**src/rtl/spi_ram_pkg.sv**
```systemverilog
// Shared command encoding and field positions for the SPI RAM stage.
package spi_ram_pkg;

    typedef enum logic [1:0] {
        WR_ADDR = 2'b00,
        WR_DATA = 2'b01,
        RD_ADDR = 2'b10,
        RD_DATA = 2'b11
    } cmd_t;

    typedef enum logic {
        PTR_IDLE  = 1'b0,
        PTR_ARMED = 1'b1
    } ptr_state_t;

    localparam int CMD_MSB   = 9;
    localparam int CMD_LSB   = 8;
    localparam int PAYLOAD_W = 8;

endpackage

```
**src/rtl/spi_ram_ptr.sv**
```systemverilog
// Address pointer for one direction: address register, armed flag,
// range check against the memory depth and optional post-access increment.
module spi_ram_ptr
    import spi_ram_pkg::*;
#(
    parameter int MEM_DEPTH = 256,
    parameter int ADDR_SIZE = 8,
    parameter int AUTO_INC  = 0
) (
    input  logic                 clk,
    input  logic                 rst,
    input  logic                 load,
    input  logic                 adv,
    input  logic [ADDR_SIZE-1:0] payload,
    output logic [ADDR_SIZE-1:0] addr,
    output logic                 ok,
    output logic                 range_err
);

    localparam logic [ADDR_SIZE:0]   DEPTH_V   = (ADDR_SIZE+1)'(MEM_DEPTH);
    localparam logic [ADDR_SIZE-1:0] LAST_ADDR = ADDR_SIZE'(MEM_DEPTH - 1);
    localparam logic [ADDR_SIZE-1:0] ONE_ADDR  = ADDR_SIZE'(1);

    ptr_state_t             state_r;
    ptr_state_t             state_nxt_s;
    logic [ADDR_SIZE-1:0]   addr_r;
    logic [ADDR_SIZE-1:0]   addr_nxt_s;
    logic                   legal_s;

    assign legal_s = ({1'b0, payload} < DEPTH_V);
    assign addr    = addr_r;
    assign ok      = (state_r == PTR_ARMED);

    // State and address registers; reset disarms and zeroes the address.
    always_ff @(posedge clk or posedge rst) begin
        if (rst) begin
            state_r <= PTR_IDLE;
            addr_r  <= {ADDR_SIZE{1'b0}};
        end else begin
            state_r <= state_nxt_s;
            addr_r  <= addr_nxt_s;
        end
    end

    // Next state, next address and range error; once armed only reset disarms.
    always_comb begin
        state_nxt_s = state_r;
        addr_nxt_s  = addr_r;
        range_err   = 1'b0;
        case (state_r)
            PTR_IDLE: begin
                if (load && legal_s) begin
                    state_nxt_s = PTR_ARMED;
                end else begin
                    state_nxt_s = PTR_IDLE;
                end
            end
            PTR_ARMED: state_nxt_s = PTR_ARMED;
            default:   state_nxt_s = PTR_IDLE;
        endcase
        if (load) begin
            if (legal_s) begin
                addr_nxt_s = payload;
            end else begin
                range_err = 1'b1;
            end
        end else if (adv && (AUTO_INC != 0)) begin
            if (addr_r == LAST_ADDR) begin
                addr_nxt_s = {ADDR_SIZE{1'b0}};
            end else begin
                addr_nxt_s = addr_r + ONE_ADDR;
            end
        end else begin
            addr_nxt_s = addr_r;
        end
    end

endmodule

```
**src/rtl/spi_ram.sv**
```systemverilog
// Single-port RAM behind the SPI slave: decodes 10-bit command words,
// keeps independent write/read pointers and returns read data to the slave.
module spi_ram
    import spi_ram_pkg::*;
#(
    parameter int MEM_DEPTH = 256,
    parameter int ADDR_SIZE = 8,
    parameter int AUTO_INC  = 0
) (
    input  logic       clk,
    input  logic       rst,
    input  logic [9:0] rx_data,
    input  logic       rx_valid,
    output logic [7:0] tx_data,
    output logic       tx_valid,
    output logic       cmd_err
);

    localparam int MEM_AW = (MEM_DEPTH > 1) ? $clog2(MEM_DEPTH) : 1;

    logic [7:0]             mem_r [MEM_DEPTH];
    cmd_t                   cmd_s;
    logic [PAYLOAD_W-1:0]   payload_s;
    logic                   wr_load_s, wr_adv_s, rd_load_s, rd_adv_s;
    logic                   unarmed_err_s, err_nxt_s;
    logic [ADDR_SIZE-1:0]   wr_addr_s, rd_addr_s;
    logic                   wr_ok_s, rd_ok_s;
    logic                   wr_range_err_s, rd_range_err_s;
    logic [7:0]             tx_data_r;
    logic                   tx_valid_r, cmd_err_r;

    assign cmd_s     = cmd_t'(rx_data[CMD_MSB:CMD_LSB]);
    assign payload_s = rx_data[PAYLOAD_W-1:0];
    assign err_nxt_s = unarmed_err_s | wr_range_err_s | rd_range_err_s;
    assign tx_data   = tx_data_r;
    assign tx_valid  = tx_valid_r;
    assign cmd_err   = cmd_err_r;

    // Command decode: address loads, armed data accesses, unarmed rejections.
    always_comb begin
        wr_load_s     = 1'b0;
        wr_adv_s      = 1'b0;
        rd_load_s     = 1'b0;
        rd_adv_s      = 1'b0;
        unarmed_err_s = 1'b0;
        if (rx_valid) begin
            case (cmd_s)
                WR_ADDR: wr_load_s = 1'b1;
                WR_DATA: begin
                    if (wr_ok_s) wr_adv_s      = 1'b1;
                    else         unarmed_err_s = 1'b1;
                end
                RD_ADDR: rd_load_s = 1'b1;
                RD_DATA: begin
                    if (rd_ok_s) rd_adv_s      = 1'b1;
                    else         unarmed_err_s = 1'b1;
                end
                default: unarmed_err_s = 1'b0;
            endcase
        end else begin
            unarmed_err_s = 1'b0;
        end
    end

    spi_ram_ptr #(.MEM_DEPTH(MEM_DEPTH), .ADDR_SIZE(ADDR_SIZE), .AUTO_INC(AUTO_INC)) u_wr_ptr (
        .clk(clk), .rst(rst), .load(wr_load_s), .adv(wr_adv_s), .payload(payload_s),
        .addr(wr_addr_s), .ok(wr_ok_s), .range_err(wr_range_err_s)
    );

    spi_ram_ptr #(.MEM_DEPTH(MEM_DEPTH), .ADDR_SIZE(ADDR_SIZE), .AUTO_INC(AUTO_INC)) u_rd_ptr (
        .clk(clk), .rst(rst), .load(rd_load_s), .adv(rd_adv_s), .payload(payload_s),
        .addr(rd_addr_s), .ok(rd_ok_s), .range_err(rd_range_err_s)
    );

    // Memory write; contents survive reset but no write happens while rst is high.
    always_ff @(posedge clk) begin
        if (!rst && wr_adv_s) begin
            mem_r[wr_addr_s[MEM_AW-1:0]] <= payload_s;
        end
    end

    // Registered responses: single-cycle pulses, tx_data held between reads.
    always_ff @(posedge clk or posedge rst) begin
        if (rst) begin
            tx_data_r  <= 8'h00;
            tx_valid_r <= 1'b0;
            cmd_err_r  <= 1'b0;
        end else begin
            tx_valid_r <= rd_adv_s;
            cmd_err_r  <= err_nxt_s;
            if (rd_adv_s) begin
                tx_data_r <= mem_r[rd_addr_s[MEM_AW-1:0]];
            end
        end
    end

endmodule
```
**config.mk**
```make
export PLATFORM = sky130hd
export DESIGN_NAME = spi_ram
export DESIGN_NICKNAME = d
export VERILOG_FILES = /design/src/rtl/spi_ram_pkg.sv /design/src/rtl/spi_ram_ptr.sv /design/src/rtl/spi_ram.sv
export SDC_FILE = /design/constraint.sdc
export NUM_CORES = 2
export LEC_CHECK = 0
export ABC_AREA = 0
export BUFFER_PORTS_ARGS = -buffer_cell sky130_fd_sc_hd__buf_2
export CORE_UTILIZATION = 60
export CTS_CLUSTER_SIZE = 24
export DETAILED_ROUTE_END_ITERATION = 10
export PLACE_DENSITY = 0.8
export SYNTH_ARGS = -nofsm -noshare
export SYNTH_HDL_FRONTEND = slang
export SYNTH_SLANG_ARGS = --single-unit
```
**constraint.sdc**
```tcl
create_clock -name clk -period 2.95 [get_ports clk]
set_input_delay 0 -clock clk [delete_from_list [all_inputs] [get_ports clk]]
set_output_delay 0 -clock clk [all_outputs]
set_load 0.02 [all_outputs]
```
==> impl_metrics.json <==
{
  "hold_path.class": "in -> reg",
  "final_util_pct": 70.8,
  "htreeDepth": 4,
  "setup_viol": 5,
  "die_w_um": 371,
  "synth_fp_nets": 4069,
  "netlist_area_um2": 81700,
  "ant_nets": 0,
  "powerDensity_nw_per_um2": 714,
  "syn_inst": 4056,
  "p_leak_nw": 32.3,
  "synth_edf_count": 2048,
  "drt-initial-drc-count": 7954,
  "clock_path_buffers": 3,
  "antenna_found_initial": 8,
  "area_delta_synth_final_pct": 17.3,
  "max-vdd-ir-drop_mv": 0.501,
  "cts.sinks": 2076,
  "die_height_um": 371,
  "grt_pass1_wl_um": 323000,
  "dieArea_um2": 138000,
  "holdWs_ps": 100,
  "drc": 0,
  "dr_total_vias": 46910,
  "ys_ff_latch": 2076,
  "timing.final.crit_share_pct": 102,
  "synth-main-ff-cell": "edfxtp_1",
  "insertion_delay_ps": 870,
  "firstDrtPassIters": 8,
  "core_um2": 135000,
  "gp_congestion": 1.02,
  "slew_headroom_pct": 36.4,
  "slew_viol_final": 0,
  "startpoint_type": "flop",
  "cp.arrival_ps": 3730,
  "cts_tree": "built",
  "numCtsBuffers": 192,
  "fmax_mhz": 332,
  "crit_type": "reg -> reg",
  "min_period_ps": 3020,
  "drv_cap": 0,
  "viasPerCell": 6.93,
  "grt_usage_pct": 33.4,
  "fillers": 7368,
  "fin_nets": 4841,
  "required_ps": 3670,
  "hpwlAfterDp_um": 142000,
  "fin_skew_ps": 41.1,
  "wl_per_cell_um": 34.3,
  "endpoint_kind": "flop",
  "start_util_pct": 60.4,
  "wl_um": 232000,
  "grt-ovfl-total": 0,
  "io_buffers": 22,
  "synth_cell_types": 70,
  "synth_seq_area_share_pct": 76.1,
  "rsz0062_at_grt": "true",
  "synthArstFlopShare_pct": 1.35,
  "setup_ws_ps": -66.4,
  "grt_pass1_vias": 45938,
  "num_io_pins": 23,
  "worst_pin_slew_ps": 953,
  "clk_pin_slew_worst_paths_ps": 70,
  "grt_max_degree": 164,
  "avgSynthCellArea_um2": 20.1,
  "cts-root-buf": "clkbuf_16",
  "hold_viol": 0,
  "yosysWarnings": 0,
  "drive_gt1_share_pct": 29.2,
  "violations": "setup timing",
  "outcome": "complete, but fails checks",
  "rows": 135,
  "crit_fanout": 6
}
## worst max-delay path, stage by stage, from the launching register on
cell and delay (ps):
dfrtp_4 510, buf_12 160, buf_8 170, buf_12 160, buf_4 120, mux4_2 500, nand2_1 90, nand2_1 110
a221oi_1 570, nor3_1 150, o211ai_1 230, o311ai_1 130
## report_power, final
group / switching (W) / internal [W]
sequential: 0.000283 / 0.0325
clock: 0.0109 / 0.0132
combinational: 0.00676 / 0.00475
total: 0.0180 / 0.0505
## layer usage
layer,wire (um),vias up,GRT usage [%]
li1,-,18345,-
met2,107000,4110,51.4
met5,63,-,0
met3,32100,866,9.11
met1,77100,23581,43.4
met4,15500,8,18.7
## metrics by stage
stage / setup WS, ps / std cells / total power, W / cell area (um^2) / TNS, ps
6_report: -66.4 / 6773 / 0.0685 / 95800 / -186
5_1_grt: -88.7 / 6769 / 0.0697 / 95800 / -248
4_1_cts: -20.2 / 6732 / 0.0676 / 95100 / -20.4
3_5_place_dp: -456 / 6350 / 0.0435 / 88300 / -2180
3_3_place_gp: -442 / 6350 / 0.0433 / 88300 / -2310
2_1_floorplan: 588 / 4056 / 0.0391 / 81700 / 0
## cell families (layout without fill, tap and decap cells)
| kind of cell | after synthesis | count (layout) | share of synthesized area, % |
|---|---|---|---|
| buffers and inverters | 243 | 1175 | 2.52 |
| and+or+nand+nor | 539 | 539 | 2.82 |
| other | 0 | 4 | 0 |
| DFF | 2076 | 2076 | 76.1 |
| AOI/OAI and AO/OA | 451 | 451 | 3.83 |
| muxes | 747 | 747 | 14.7 |
## synthesized netlist by cell type, types with 28 or more instances
cell type | n | area, um^2
edfxtp_1 | 2048 | 61500
mux2i_1 | 389 | 3890
nor2_1 | 284 | 1070
mux4_2 | 248 | 5590
nand2_1 | 135 | 507
o22ai_1 | 110 | 688
mux4_1 | 87 | 2290
clkbuf_1 | 75 | 282
a21oi_1 | 73 | 365
o221ai_1 | 68 | 596
o21ai_0 | 52 | 260
buf_2 | 37 | 185
buf_6 | 34 | 383
a221oi_1 | 33 | 289
a211oi_1 | 31 | 233
dfrtp_1 | 28 | 701
## final cells by class
class	instances	area [um^2]	area share, %
diodes	4	10.0	0.0104
repair buffers	815	7240	7.56
well taps	1781	2230	2.33
clock inverters	117	1050	1.10
inverters	6	25.0	0.0261
clock buffers	237	5000	5.22
multi-input cells	1737	18100	18.8
flip-flops and latches	2076	62200	64.9
## final timing paths
check / start / to / slack, ps / depth (start not counted)
worst min-delay path: rx_data[4] / mem_r[141][4]$_DFFE_PP_ / 100 / 2
min in group asynchronous: rst / cmd_err$_DFF_PP0_ / 490 / 4
max in group asynchronous: rst / u_wr_ptr.addr[3]$_DFFE_PP0P_ / 1670 / 5
worst max register to register: u_rd_ptr.addr[0]$_DFFE_PP0P_ / tx_data[7]$_DFFE_PP0P_ / -70 / 11
worst max-delay path: u_rd_ptr.addr[0]$_DFFE_PP0P_ / tx_data[7]$_DFFE_PP0P_ / -70 / 11
worst min register to register: u_wr_ptr.ok$_DFF_PP0_ / u_wr_ptr.ok$_DFF_PP0_ / 520 / 1
## flip-flops by register name, indices dropped and copies added, names as in the netlist
name / cells
u_wr_ptr.ok: 1
tx_data: 8
u_rd_ptr.addr: 8
cmd_err: 1
u_wr_ptr.addr: 8
u_rd_ptr.ok: 1
mem_r: 2048
tx_valid: 1
## cell usage in the layout, fill, tap and decap left out, types with 8 or more instances in the layout
master         synthesis  final
a22oi_1               19     16
a211oi_1              31     24
a221oi_2               1     10
clkinv_2               0     38
buf_12                17     63
nand3_1               24     22
clkbuf_1              75     43
nand2_1              135    133
nor4_2                 0     10
o22ai_1              110    106
mux2i_1              389    382
a21oi_1               73     62
nor3_1                24     18
nor2b_1               13     11
clkbuf_16              0    196
o221ai_1              68     62
nor2_1               284    280
clkbuf_8              18     10
o21ai_1                0      9
clkinv_1               1     47
a21oi_2                0      9
a2111oi_2              1     10
buf_2                 37     14
mux2_2                23     23
buf_6                 34     12
dlygate4sd3_1          0     17
edfxtp_1            2048   2048
mux4_2               248    256
a221oi_1              33     23
a31oi_1               10      8
mux4_1                87     79
o21ai_0               52     40
dfrtp_1               28     24
buf_4                 16    686
bufinv_16              0     13
## timing repair
item / in CTS / in global routing
endpoints found under the hold margin: 866 / 0
resized for setup: 80 / 92
setup endpoints to repair: 8 / 8
buffers inserted: 9 / 35
pin swaps: 5 / 15
cloned: 2 / 3
hold buffers: 17 / 0
Power figures use the tool's default switching activity.
